===== src/rtl/leg_dbg_pkg.sv =====
`timescale 1ns/1ps
`default_nettype none
// ============================================================================
// Module      : leg_dbg_pkg
// Description : Command/response byte codes and FSM state encoding for the
//               UART-driven debug bus master.
// Revision    : 1.0 - initial release
// ============================================================================
package leg_dbg_pkg;

    localparam logic [7:0] CMD_WRITE = 8'h57;   // 'W'
    localparam logic [7:0] CMD_READ  = 8'h52;   // 'R'
    localparam logic [7:0] RSP_OK    = 8'h4B;   // 'K'
    localparam logic [7:0] RSP_ERR   = 8'h3F;   // '?'

    typedef enum logic [2:0] {
        S_IDLE   = 3'd0,
        S_ADDR   = 3'd1,
        S_WDATA  = 3'd2,
        S_BUS_WR = 3'd3,
        S_BUS_RD = 3'd4,
        S_RESP   = 3'd5
    } state_e;

    // Plain-vector views of the state encoding for the FSM register
    localparam logic [2:0] ST_IDLE   = S_IDLE;
    localparam logic [2:0] ST_ADDR   = S_ADDR;
    localparam logic [2:0] ST_WDATA  = S_WDATA;
    localparam logic [2:0] ST_BUS_WR = S_BUS_WR;
    localparam logic [2:0] ST_BUS_RD = S_BUS_RD;
    localparam logic [2:0] ST_RESP   = S_RESP;

endpackage
`default_nettype wire


===== src/rtl/uart_bus_master_if.sv =====
`timescale 1ns/1ps
`default_nettype none
// ============================================================================
// Module      : uart_bus_master_if
// Description : UART RX/TX byte streams and CPU-bus request signals of the
//               UART bus master, with master (block) and slave (env) views.
// Revision    : 1.0 - initial release
// ============================================================================
interface uart_bus_master_if;

    logic [7:0]  i_rx_data;
    logic        i_rx_valid;
    logic        o_rx_ready;
    logic [7:0]  o_tx_data;
    logic        o_tx_valid;
    logic        i_tx_ready;
    logic [31:0] o_addr;
    logic [31:0] o_data;
    logic        o_wr_valid;
    logic        i_wr_ready;
    logic [31:0] i_data;
    logic        i_rd_valid;
    logic        o_rd_ready;

    modport master (
        input  i_rx_data, i_rx_valid, i_tx_ready, i_wr_ready, i_data, i_rd_valid,
        output o_rx_ready, o_tx_data, o_tx_valid, o_addr, o_data, o_wr_valid, o_rd_ready
    );

    modport slave (
        output i_rx_data, i_rx_valid, i_tx_ready, i_wr_ready, i_data, i_rd_valid,
        input  o_rx_ready, o_tx_data, o_tx_valid, o_addr, o_data, o_wr_valid, o_rd_ready
    );

endinterface
`default_nettype wire


===== src/rtl/uart_bus_master.sv =====
`timescale 1ns/1ps
`default_nettype none
// ============================================================================
// Module      : uart_bus_master
// Description : Decodes 'W'/'R' UART frames into single 32-bit bus writes and
//               reads and returns 'K', the read data, or '?' over UART TX.
// Revision    : 1.0 - initial release
// ============================================================================
module uart_bus_master
    import leg_dbg_pkg::*;
#(
    parameter int unsigned TIMEOUT_CYCLES = 1000000
) (
    input  wire logic         i_clk,
    input  wire logic         i_rst,
    uart_bus_master_if.master bus,
    output logic              o_busy,
    output logic              o_error
);

    localparam int unsigned        TMR_W    = $clog2(TIMEOUT_CYCLES + 1);
    localparam logic [TMR_W-1:0]   TMR_LAST = TMR_W'(TIMEOUT_CYCLES - 1);

    logic [2:0]       state_q,    state_d;
    logic [1:0]       byte_cnt_q, byte_cnt_d;
    logic [7:0]       cmd_q,      cmd_d;
    logic [31:0]      addr_q,     addr_d;
    logic [31:0]      data_q,     data_d;
    logic [31:0]      resp_q,     resp_d;
    logic [TMR_W-1:0] timer_q,    timer_d;
    logic             error_q,    error_d;

    logic w_rx_fire;
    logic w_tx_fire;

    // rx_ready is also gated by reset so nothing is taken while rst is held
    assign bus.o_rx_ready = i_rst & ((state_q == ST_IDLE) | (state_q == ST_ADDR) |
                                     (state_q == ST_WDATA));
    assign bus.o_wr_valid = (state_q == ST_BUS_WR);
    assign bus.o_rd_ready = (state_q == ST_BUS_RD);
    assign bus.o_tx_valid = (state_q == ST_RESP);
    assign bus.o_tx_data  = resp_q[31:24];
    assign bus.o_addr     = addr_q;
    assign bus.o_data     = data_q;
    assign o_busy         = (state_q != ST_IDLE);
    assign o_error        = error_q;

    assign w_rx_fire = bus.i_rx_valid & bus.o_rx_ready;
    assign w_tx_fire = bus.o_tx_valid & bus.i_tx_ready;

    always_comb begin
        state_d    = state_q;
        byte_cnt_d = byte_cnt_q;
        cmd_d      = cmd_q;
        addr_d     = addr_q;
        data_d     = data_q;
        resp_d     = resp_q;
        timer_d    = timer_q;
        error_d    = 1'b0;

        case (state_q)
            ST_IDLE: begin
                if (w_rx_fire) begin
                    cmd_d      = bus.i_rx_data;
                    byte_cnt_d = 2'd0;
                    timer_d    = '0;
                    if ((bus.i_rx_data == CMD_WRITE) || (bus.i_rx_data == CMD_READ)) begin
                        state_d = ST_ADDR;
                    end else begin
                        resp_d  = {RSP_ERR, 24'h0};
                        error_d = 1'b1;
                        state_d = ST_RESP;
                    end
                end
            end

            ST_ADDR: begin
                if (w_rx_fire) begin
                    addr_d     = {addr_q[23:0], bus.i_rx_data};
                    byte_cnt_d = byte_cnt_q + 2'd1;
                    timer_d    = '0;
                    if (byte_cnt_q == 2'd3) begin
                        state_d = (cmd_q == CMD_READ) ? ST_BUS_RD : ST_WDATA;
                    end
                end else if (timer_q == TMR_LAST) begin
                    error_d = 1'b1;
                    state_d = ST_IDLE;
                end else begin
                    timer_d = timer_q + TMR_W'(1);
                end
            end

            ST_WDATA: begin
                if (w_rx_fire) begin
                    data_d     = {data_q[23:0], bus.i_rx_data};
                    byte_cnt_d = byte_cnt_q + 2'd1;
                    timer_d    = '0;
                    if (byte_cnt_q == 2'd3) begin
                        state_d = ST_BUS_WR;
                    end
                end else if (timer_q == TMR_LAST) begin
                    error_d = 1'b1;
                    state_d = ST_IDLE;
                end else begin
                    timer_d = timer_q + TMR_W'(1);
                end
            end

            ST_BUS_WR: begin
                if (bus.i_wr_ready) begin
                    resp_d     = {RSP_OK, 24'h0};
                    byte_cnt_d = 2'd0;
                    state_d    = ST_RESP;
                end
            end

            ST_BUS_RD: begin
                if (bus.i_rd_valid) begin
                    resp_d     = bus.i_data;
                    byte_cnt_d = 2'd3;
                    state_d    = ST_RESP;
                end
            end

            ST_RESP: begin
                // byte_cnt holds the number of response bytes still to follow
                if (w_tx_fire) begin
                    if (byte_cnt_q == 2'd0) begin
                        state_d = ST_IDLE;
                    end else begin
                        resp_d     = {resp_q[23:0], 8'h00};
                        byte_cnt_d = byte_cnt_q - 2'd1;
                    end
                end
            end

            default: begin
                state_d = ST_IDLE;
            end
        endcase
    end

    always_ff @(posedge i_clk or negedge i_rst) begin
        if (!i_rst) begin
            state_q    <= ST_IDLE;
            byte_cnt_q <= 2'd0;
            cmd_q      <= 8'h00;
            addr_q     <= 32'h0;
            data_q     <= 32'h0;
            resp_q     <= 32'h0;
            timer_q    <= '0;
            error_q    <= 1'b0;
        end else begin
            state_q    <= state_d;
            byte_cnt_q <= byte_cnt_d;
            cmd_q      <= cmd_d;
            addr_q     <= addr_d;
            data_q     <= data_d;
            resp_q     <= resp_d;
            timer_q    <= timer_d;
            error_q    <= error_d;
        end
    end

endmodule
`default_nettype wire


===== src/flat_wrapper.sv =====
// flat-port wrapper written by rule: the top's interface ports become plain ports
module uart_bus_master_flat import leg_dbg_pkg::*;
#(
    parameter int unsigned TIMEOUT_CYCLES = 1000000
)
  (i_clk, i_rst, o_busy, o_error, bus_i_rx_data, bus_i_rx_valid, bus_i_tx_ready, bus_i_wr_ready, bus_i_data, bus_i_rd_valid, bus_o_rx_ready, bus_o_tx_data, bus_o_tx_valid, bus_o_addr, bus_o_data, bus_o_wr_valid, bus_o_rd_ready);
  uart_bus_master_if bus_i ();
  input  wire logic i_clk;
  input  wire logic i_rst;
  output logic o_busy;
  output logic o_error;
  input wire logic [$bits(bus_i.i_rx_data)-1:0] bus_i_rx_data;
  input wire logic [$bits(bus_i.i_rx_valid)-1:0] bus_i_rx_valid;
  input wire logic [$bits(bus_i.i_tx_ready)-1:0] bus_i_tx_ready;
  input wire logic [$bits(bus_i.i_wr_ready)-1:0] bus_i_wr_ready;
  input wire logic [$bits(bus_i.i_data)-1:0] bus_i_data;
  input wire logic [$bits(bus_i.i_rd_valid)-1:0] bus_i_rd_valid;
  output wire logic [$bits(bus_i.o_rx_ready)-1:0] bus_o_rx_ready;
  output wire logic [$bits(bus_i.o_tx_data)-1:0] bus_o_tx_data;
  output wire logic [$bits(bus_i.o_tx_valid)-1:0] bus_o_tx_valid;
  output wire logic [$bits(bus_i.o_addr)-1:0] bus_o_addr;
  output wire logic [$bits(bus_i.o_data)-1:0] bus_o_data;
  output wire logic [$bits(bus_i.o_wr_valid)-1:0] bus_o_wr_valid;
  output wire logic [$bits(bus_i.o_rd_ready)-1:0] bus_o_rd_ready;
  assign bus_i.i_rx_data = bus_i_rx_data;
  assign bus_i.i_rx_valid = bus_i_rx_valid;
  assign bus_i.i_tx_ready = bus_i_tx_ready;
  assign bus_i.i_wr_ready = bus_i_wr_ready;
  assign bus_i.i_data = bus_i_data;
  assign bus_i.i_rd_valid = bus_i_rd_valid;
  assign bus_o_rx_ready = bus_i.o_rx_ready;
  assign bus_o_tx_data = bus_i.o_tx_data;
  assign bus_o_tx_valid = bus_i.o_tx_valid;
  assign bus_o_addr = bus_i.o_addr;
  assign bus_o_data = bus_i.o_data;
  assign bus_o_wr_valid = bus_i.o_wr_valid;
  assign bus_o_rd_ready = bus_i.o_rd_ready;
  uart_bus_master #(.TIMEOUT_CYCLES(TIMEOUT_CYCLES)) u_core (.i_clk(i_clk), .i_rst(i_rst), .bus(bus_i), .o_busy(o_busy), .o_error(o_error));
endmodule

===== config.mk =====
export PLATFORM = sky130hd
export DESIGN_NAME = uart_bus_master_flat
export DESIGN_NICKNAME = d
export VERILOG_FILES = /design/src/rtl/leg_dbg_pkg.sv /design/src/rtl/uart_bus_master_if.sv /design/src/rtl/uart_bus_master.sv /design/src/flat_wrapper.sv
export SDC_FILE = /design/constraint.sdc
export NUM_CORES = 1
export LEC_CHECK = 0
export BUFFER_PORTS_ARGS = -buffer_cell sky130_fd_sc_hd__buf_2
export CAP_MARGIN = 20
export CORE_MARGIN = 2
export CORE_UTILIZATION = 30
export CTS_BUF_LIST = sky130_fd_sc_hd__clkbuf_4
export DETAILED_ROUTE_END_ITERATION = 6
export PLACE_DENSITY = 0.55
export SETUP_SLACK_MARGIN = 0.4
export SLEW_MARGIN = 5
export SYNTH_ARGS = -nofsm -noshare
export SYNTH_HDL_FRONTEND = slang
export SYNTH_SLANG_ARGS = --single-unit

===== constraint.sdc =====
create_clock -name i_clk -period 4.03 [get_ports i_clk]
set_input_delay 0.6045 -clock i_clk [delete_from_list [all_inputs] [get_ports i_clk]]
set_output_delay 0.6045 -clock i_clk [all_outputs]
set_load 0.02 [all_outputs]

# After elaboration in Yosys (flattened, before gate mapping)
# Index checks and enable logic that the tools add are counted.
[totals]
romBits = 0
memories = 0
regBits = 130
mem_bits_rw = 0
word_cells = 88
latch_bits = 0
[classes]
n_div = 0
n_eq_ne = 21
addsub = 3
n_lt_le_gt_ge = 0
reduce_logical = 15
mux = 36
mul = 0
n_shift = 0
bitwise = 5
[ops]
columns = ["operator", "n"]
rows = [
  ["two-way mux 32 bit", 6],
  ["one-hot mux 32 bit (4 select lines)", 1],
  ["two-way mux 20 bit", 3],
  ["one-hot mux 20 bit (2 select lines)", 1],
  ["two-way mux 3 bit", 12],
  ["equality test 8 x 7 -> 1 bit (second input constant)", 3],
  ["AND reduction 7 bit", 3],
  ["adder 20 x 1 -> 20 bit (second input constant)", 1],
  ["equality test 20 bit (second input constant)", 1],
  ["one-hot mux 3 bit (6 select lines)", 1],
  ["two-way mux 2 bit", 6],
  ["!= test 2 bit (second input constant)", 6],
  ["one-hot mux 2 bit (5 select lines)", 1],
  ["equality test 3 x 2 -> 1 bit (second input constant)", 2],
  ["equality test 3 bit (second input constant)", 2],
  ["!= test 3 bit (second input constant)", 2],
  ["AND reduction 2 bit", 3],
  ["nonzero test 5 bit", 1],
  ["two-way mux 1 bit", 4],
  ["!= test 2 x 1 -> 1 bit (second input constant)", 2],
  ["nonzero test 4 bit", 1],
  ["AND 1 bit", 3],
  ["equality test 3 x 1 -> 1 bit (second input constant)", 1],
  ["zero test 3 bit", 1],
  ["other kinds (12)", 13],
]

# Depth between registers and ports, before layout
[logic_depth]
depth_word = 7
ltp_mapped = 9

# Worst setup path after synthesis
# No wires, ideal clock.
[synth_path]
kind = "in2reg"
from = "input port bus_i_rx_valid"
to = "register u_core.timer_q[10]"
setup_ns = 0.074
setup_slack_ns = 1.976
path_buffers = 3
path_stages = 8
arrival_ns = 1.980
path_cell_list = "and2_1 -> or3_1 -> buf_6 -> nor4_4 -> buf_6 -> buf_12 -> o21ai_1 -> a21oi_2"
[synth_via]
elab_chain_len = 3
elab_cells_between_ends = 6
cone_classes = "eq/ne: 2; mux: 2; bitwise: 1; reduce/logical: 1"
[synth_rtl]
columns = ["item", "line_no", "text"]
rows = [
  ["from (decl)", "flat_wrapper.sv:13", "input wire logic [$bits(bus_i.i_rx_valid)-1:0] bus_i_rx_valid;"],
  ["AND 1 bit *", "uart_bus_master.sv:48", "assign w_rx_fire = bus.i_rx_valid & bus.o_rx_ready;"],
  ["!= test 3 x 2 -> 1 bit (no source line) (tied with other cells)", "n/a", ""],
  ["AND reduction 3 bit (no source line) or one-hot mux 20 bit (2 select lines) (tied branches)", "n/a", ""],
  ["to (signal assigned)", "uart_bus_master.sv:160", "timer_q <= timer_d;"],
  ["to (decl)", "uart_bus_master.sv:30", "logic [TMR_W-1:0] timer_q, timer_d;"],
]
# Every way passes the cells marked *; elsewhere a longest branch is shown, timed or not.
# A chain may end at the register's enable or synchronous reset.

# Worst setup path in the final report
[layout_path]
from = "input port i_rst"
to = "output port bus_o_rx_ready"
[layout_via]
elab_chain_len = 1
[layout_rtl]
columns = ["item", "line_no", "text"]
rows = [
  ["from (decl)", "flat_wrapper.sv:9", "input wire logic i_rst;"],
  ["AND 1 bit", "uart_bus_master.sv:37", "assign bus.o_rx_ready = i_rst & ((state_q == ST_IDLE) | (state_q == ST_ADDR) |"],
  ["to (decl)", "flat_wrapper.sv:18", "output wire logic [$bits(bus_i.o_rx_ready)-1:0] bus_o_rx_ready;"],
]
# Every way passes these cells.

==> impl_metrics.csv <==
group,metric,value,unit
place,place_area,0.00675,sq mm
place,io_buffer_count,123,
place,dp_hpwl,10.0,mm
global_routing,grt_pass1_vias,4482,
timing,finalCritPeriodShare,76.1,%
die,die_h,145,um
power_and_ir_drop,combPwrFrac,39.8,%
timing,whs,0.300,ns
job,max_cap_violations,0,
routing,vias_per_cell,4.79,
global_routing,grt_pass1_wl,23.4,mm
routing,drc,0,
power_and_ir_drop,pwr-share-seq,43.1,%
place,place_congestion,0.784,
global_routing,grt_max_degree,65,
synth,ys.flop_type,"dfrtp_1",
timing,setup_violations,0,
synth,synth.yosys.seq_area_share,54.5,%
status,status,"finished, final reports clean",
timing,tightest_slew,0.973,ns
routing,ant_nets,0,
clocking,cts_root_buf,"clkbuf_4",
timing,finalHoldViolCount,0,
synth,synth-edff-count,0,
clocking,clk_pin_slew_worst_paths,0.11,ns
layout,postLayoutCellArea,0.00702,sq mm
routing,vias,4355,
clocking,cts_inserted_buffers,17,
routing,drt_wl_total,14.2,mm
synth,avgSynthCellArea,11.5,sq um
die,io_pins,124,
critical_path,worst_r2r_path_depth,5,
synth,postSynthNetCount,567,
synth,async_reset_ff_share,100,%
synth,synth_area,0.00597,sq mm
timing,finalSetupTns,0,ns
critical_path,endpoint_kind,"primary output",
die,rows,51,
timing,fmax,326,MHz
die,core,0.0195,sq mm
synth,synthCells,520,
critical_path,critical_path_class,"in2out",
layout,nNetsFinal,676,
clocking,cts_resized,0,
global_routing,gr-total-overflow,0,
die,fp.dieW,145,um
timing,maxSlewViolCount,0,
layout,fillers,1956,
synth,synth.ff_latch_count,130,
timing,relSlewSlack,34.6,%
die,start_util,30.7,%
clocking,cts_tree,"yes",
layout,syn2layout_area_growth,17.7,%
power_and_ir_drop,clockPowerShare,17.1,%
critical_path,worst_ep_required_time,3.43,ns
global_routing,antenna_found_initial,1,
power_and_ir_drop,switchingPower,2.01,mW
clocking,clock_sinks,130,
critical_path,cp.arrival,2.46,ns
routing,drtPass1Iterations,4,
clocking,clkLatencyLatePin,0.53,ns
power_and_ir_drop,p_sw_share,41.5,%
global_routing,grt_use_total,13.8,%
timing,period_minus_slack,3.07,ns
hold_path,hp-class,"in2reg",
clocking,clk_path_buf_depth,2,
routing,post_drt_wl_per_cell,15.6,um
layout,drive_gt1_share,38.5,%
timing,grt_setup_unrepaired,"false",
power_and_ir_drop,power.internal,2.83,mW
critical_path,crit_fanout,60,
routing,drtIter0Drc,162,
power_and_ir_drop,power.density,690,mW/mm^2
synth,synth_warnings,0,
clocking,cts_htree_levels,4,
critical_path,start_kind,"input port",
timing,worst_clock_skew,0.0167,ns
synth,synthDistinctLibCells,58,
hold_path,min_path_cells,3,
power_and_ir_drop,max-vdd-ir-drop,0.318,mV
power_and_ir_drop,p_leak,3.25,nW
die,die_area,0.0210,sq mm
-- timing repair --
action | CTS | global route
hold buffers | 1 | 0
hold endpoints to repair | 12 | 0
buffers inserted | 0 | 0
setup endpoints to repair | 0 | 0
-- layout make-up --
class	count	area (sq um)	share of cell area, %
flip-flops and latches	130	3250	46.3
multi-input cells	343	2460	35.1
repair buffers	132	692	9.86
well taps	265	332	4.72
clock buffers	20	150	2.14
clock inverters	12	105	1.50
inverters	5	18.8	0.267
diodes	2	5.00	0.0713
-- worst paths after layout --
path                                   startpoint            endpoint  slack, ns
worst min register to register  u_core.resp_q[30]   u_core.resp_q[30]       0.49
worst max register to register  u_core.state_q[1]  u_core.timer_q[13]       1.27
max in group asynchronous                   i_rst    u_core.resp_q[2]       1.76
worst max-delay path                        i_rst      bus_o_rx_ready       0.96
min in group asynchronous                   i_rst   u_core.resp_q[21]       0.51
worst min-delay path                bus_i_data[7]    u_core.resp_q[7]       0.30
-- critical path: stages --
cell,delay (ns)
dlygate4sd3_1,0.58
buf_6,0.21
buf_4,0.65
and2_1,0.22
buf_2,0.16
-- cells in the final DEF, fill, tap and decap left out, types with 8 or more instances in the layout --
cell type / count
o31ai_1: 9
clkbuf_4: 20
nor2_1: 13
a21oi_1: 13
a22oi_1: 18
o21ai_0: 39
or3_1: 9
nand3_1: 11
nand2_1: 59
dfrtp_1: 130
mux2_2: 71
buf_2: 122
buf_4: 8
-- cell families (layout without fill, tap and decap cells) --
group	count (synthesis)	count (layout)	share of synthesized area (%)
xor+xnor	8	8	1.17
buf+inv	47	169	4.57
mux	75	75	14.1
other cells	0	2	0
compound gates	109	109	11.8
fa+ha+maj	1	1	0.210
simple gates	150	150	13.6
flops	130	130	54.5
-- sequential cells by signal, indices dropped and copies added, names as in the netlist --
| name | cells |
|---|---|
| u_core.o_error | 1 |
| u_core.byte_cnt_q | 2 |
| u_core.timer_q | 20 |
| u_core.cmd_q | 8 |
| u_core.bus.o_data | 32 |
| u_core.bus.o_addr | 32 |
| u_core.resp_q | 32 |
| u_core.state_q | 3 |
-- power groups by stage --
stage                     clock network, mW  registers (mW)  logic (mW)
after floorplan                           0            2.26        1.22
after global placement                    0            2.09        1.90
after detailed placement                  0            2.11        1.95
after CTS                             0.865            2.09        1.95
after global routing                  0.923            2.15        2.10
final                                 0.830            2.08        1.93
-- cell usage after synthesis (5+ instances only) --
cell type / instances / share of area [%]
clkbuf_1: 17 / 1.1
or3_1: 9 / 0.94
nand2_1: 59 / 3.7
mux2_2: 71 / 13
dfrtp_1: 130 / 55
xnor2_1: 7 / 1.0
buf_2: 10 / 0.84
buf_4: 8 / 1.0
nand3_1: 11 / 0.92
a211oi_1: 7 / 0.88
o31ai_1: 9 / 1.1
nor2b_1: 7 / 0.73
o21ai_0: 39 / 3.3
nand2b_1: 6 / 0.63
nor3_1: 5 / 0.42
inv_1: 5 / 0.31
a22oi_1: 18 / 2.3
buf_6: 5 / 0.94
nor2_1: 14 / 0.88
a21oi_1: 13 / 1.1
-- per-stage QoR --
| stage | power [mW] | cells | util [%] | setup WS [ns] |
|---|---|---|---|---|
| 2_1_floorplan | 3.48 | 520 | - | 1.98 |
| 3_3_place_gp | 3.99 | 874 | 34.7 | 1.28 |
| 3_5_place_dp | 4.06 | 874 | 34.7 | 1.16 |
| 4_1_cts | 4.90 | 907 | 36.0 | 0.857 |
| 5_1_grt | 5.18 | 908 | 36.1 | 0.752 |
| 6_report | 4.84 | 909 | 36.1 | 0.965 |
-- routing by layer --
metal | track usage, % | up-vias | share of wire (%)
met2 | 23.4 | 80 | 50
met4 | 4.11 | 0 | 1.0
met1 | 17.1 | 2181 | 45
li1 | - | 2086 | -
met3 | 4.03 | 8 | 4.4
met5 | 0 | - | 0
Power figures use the tool's default switching activity.
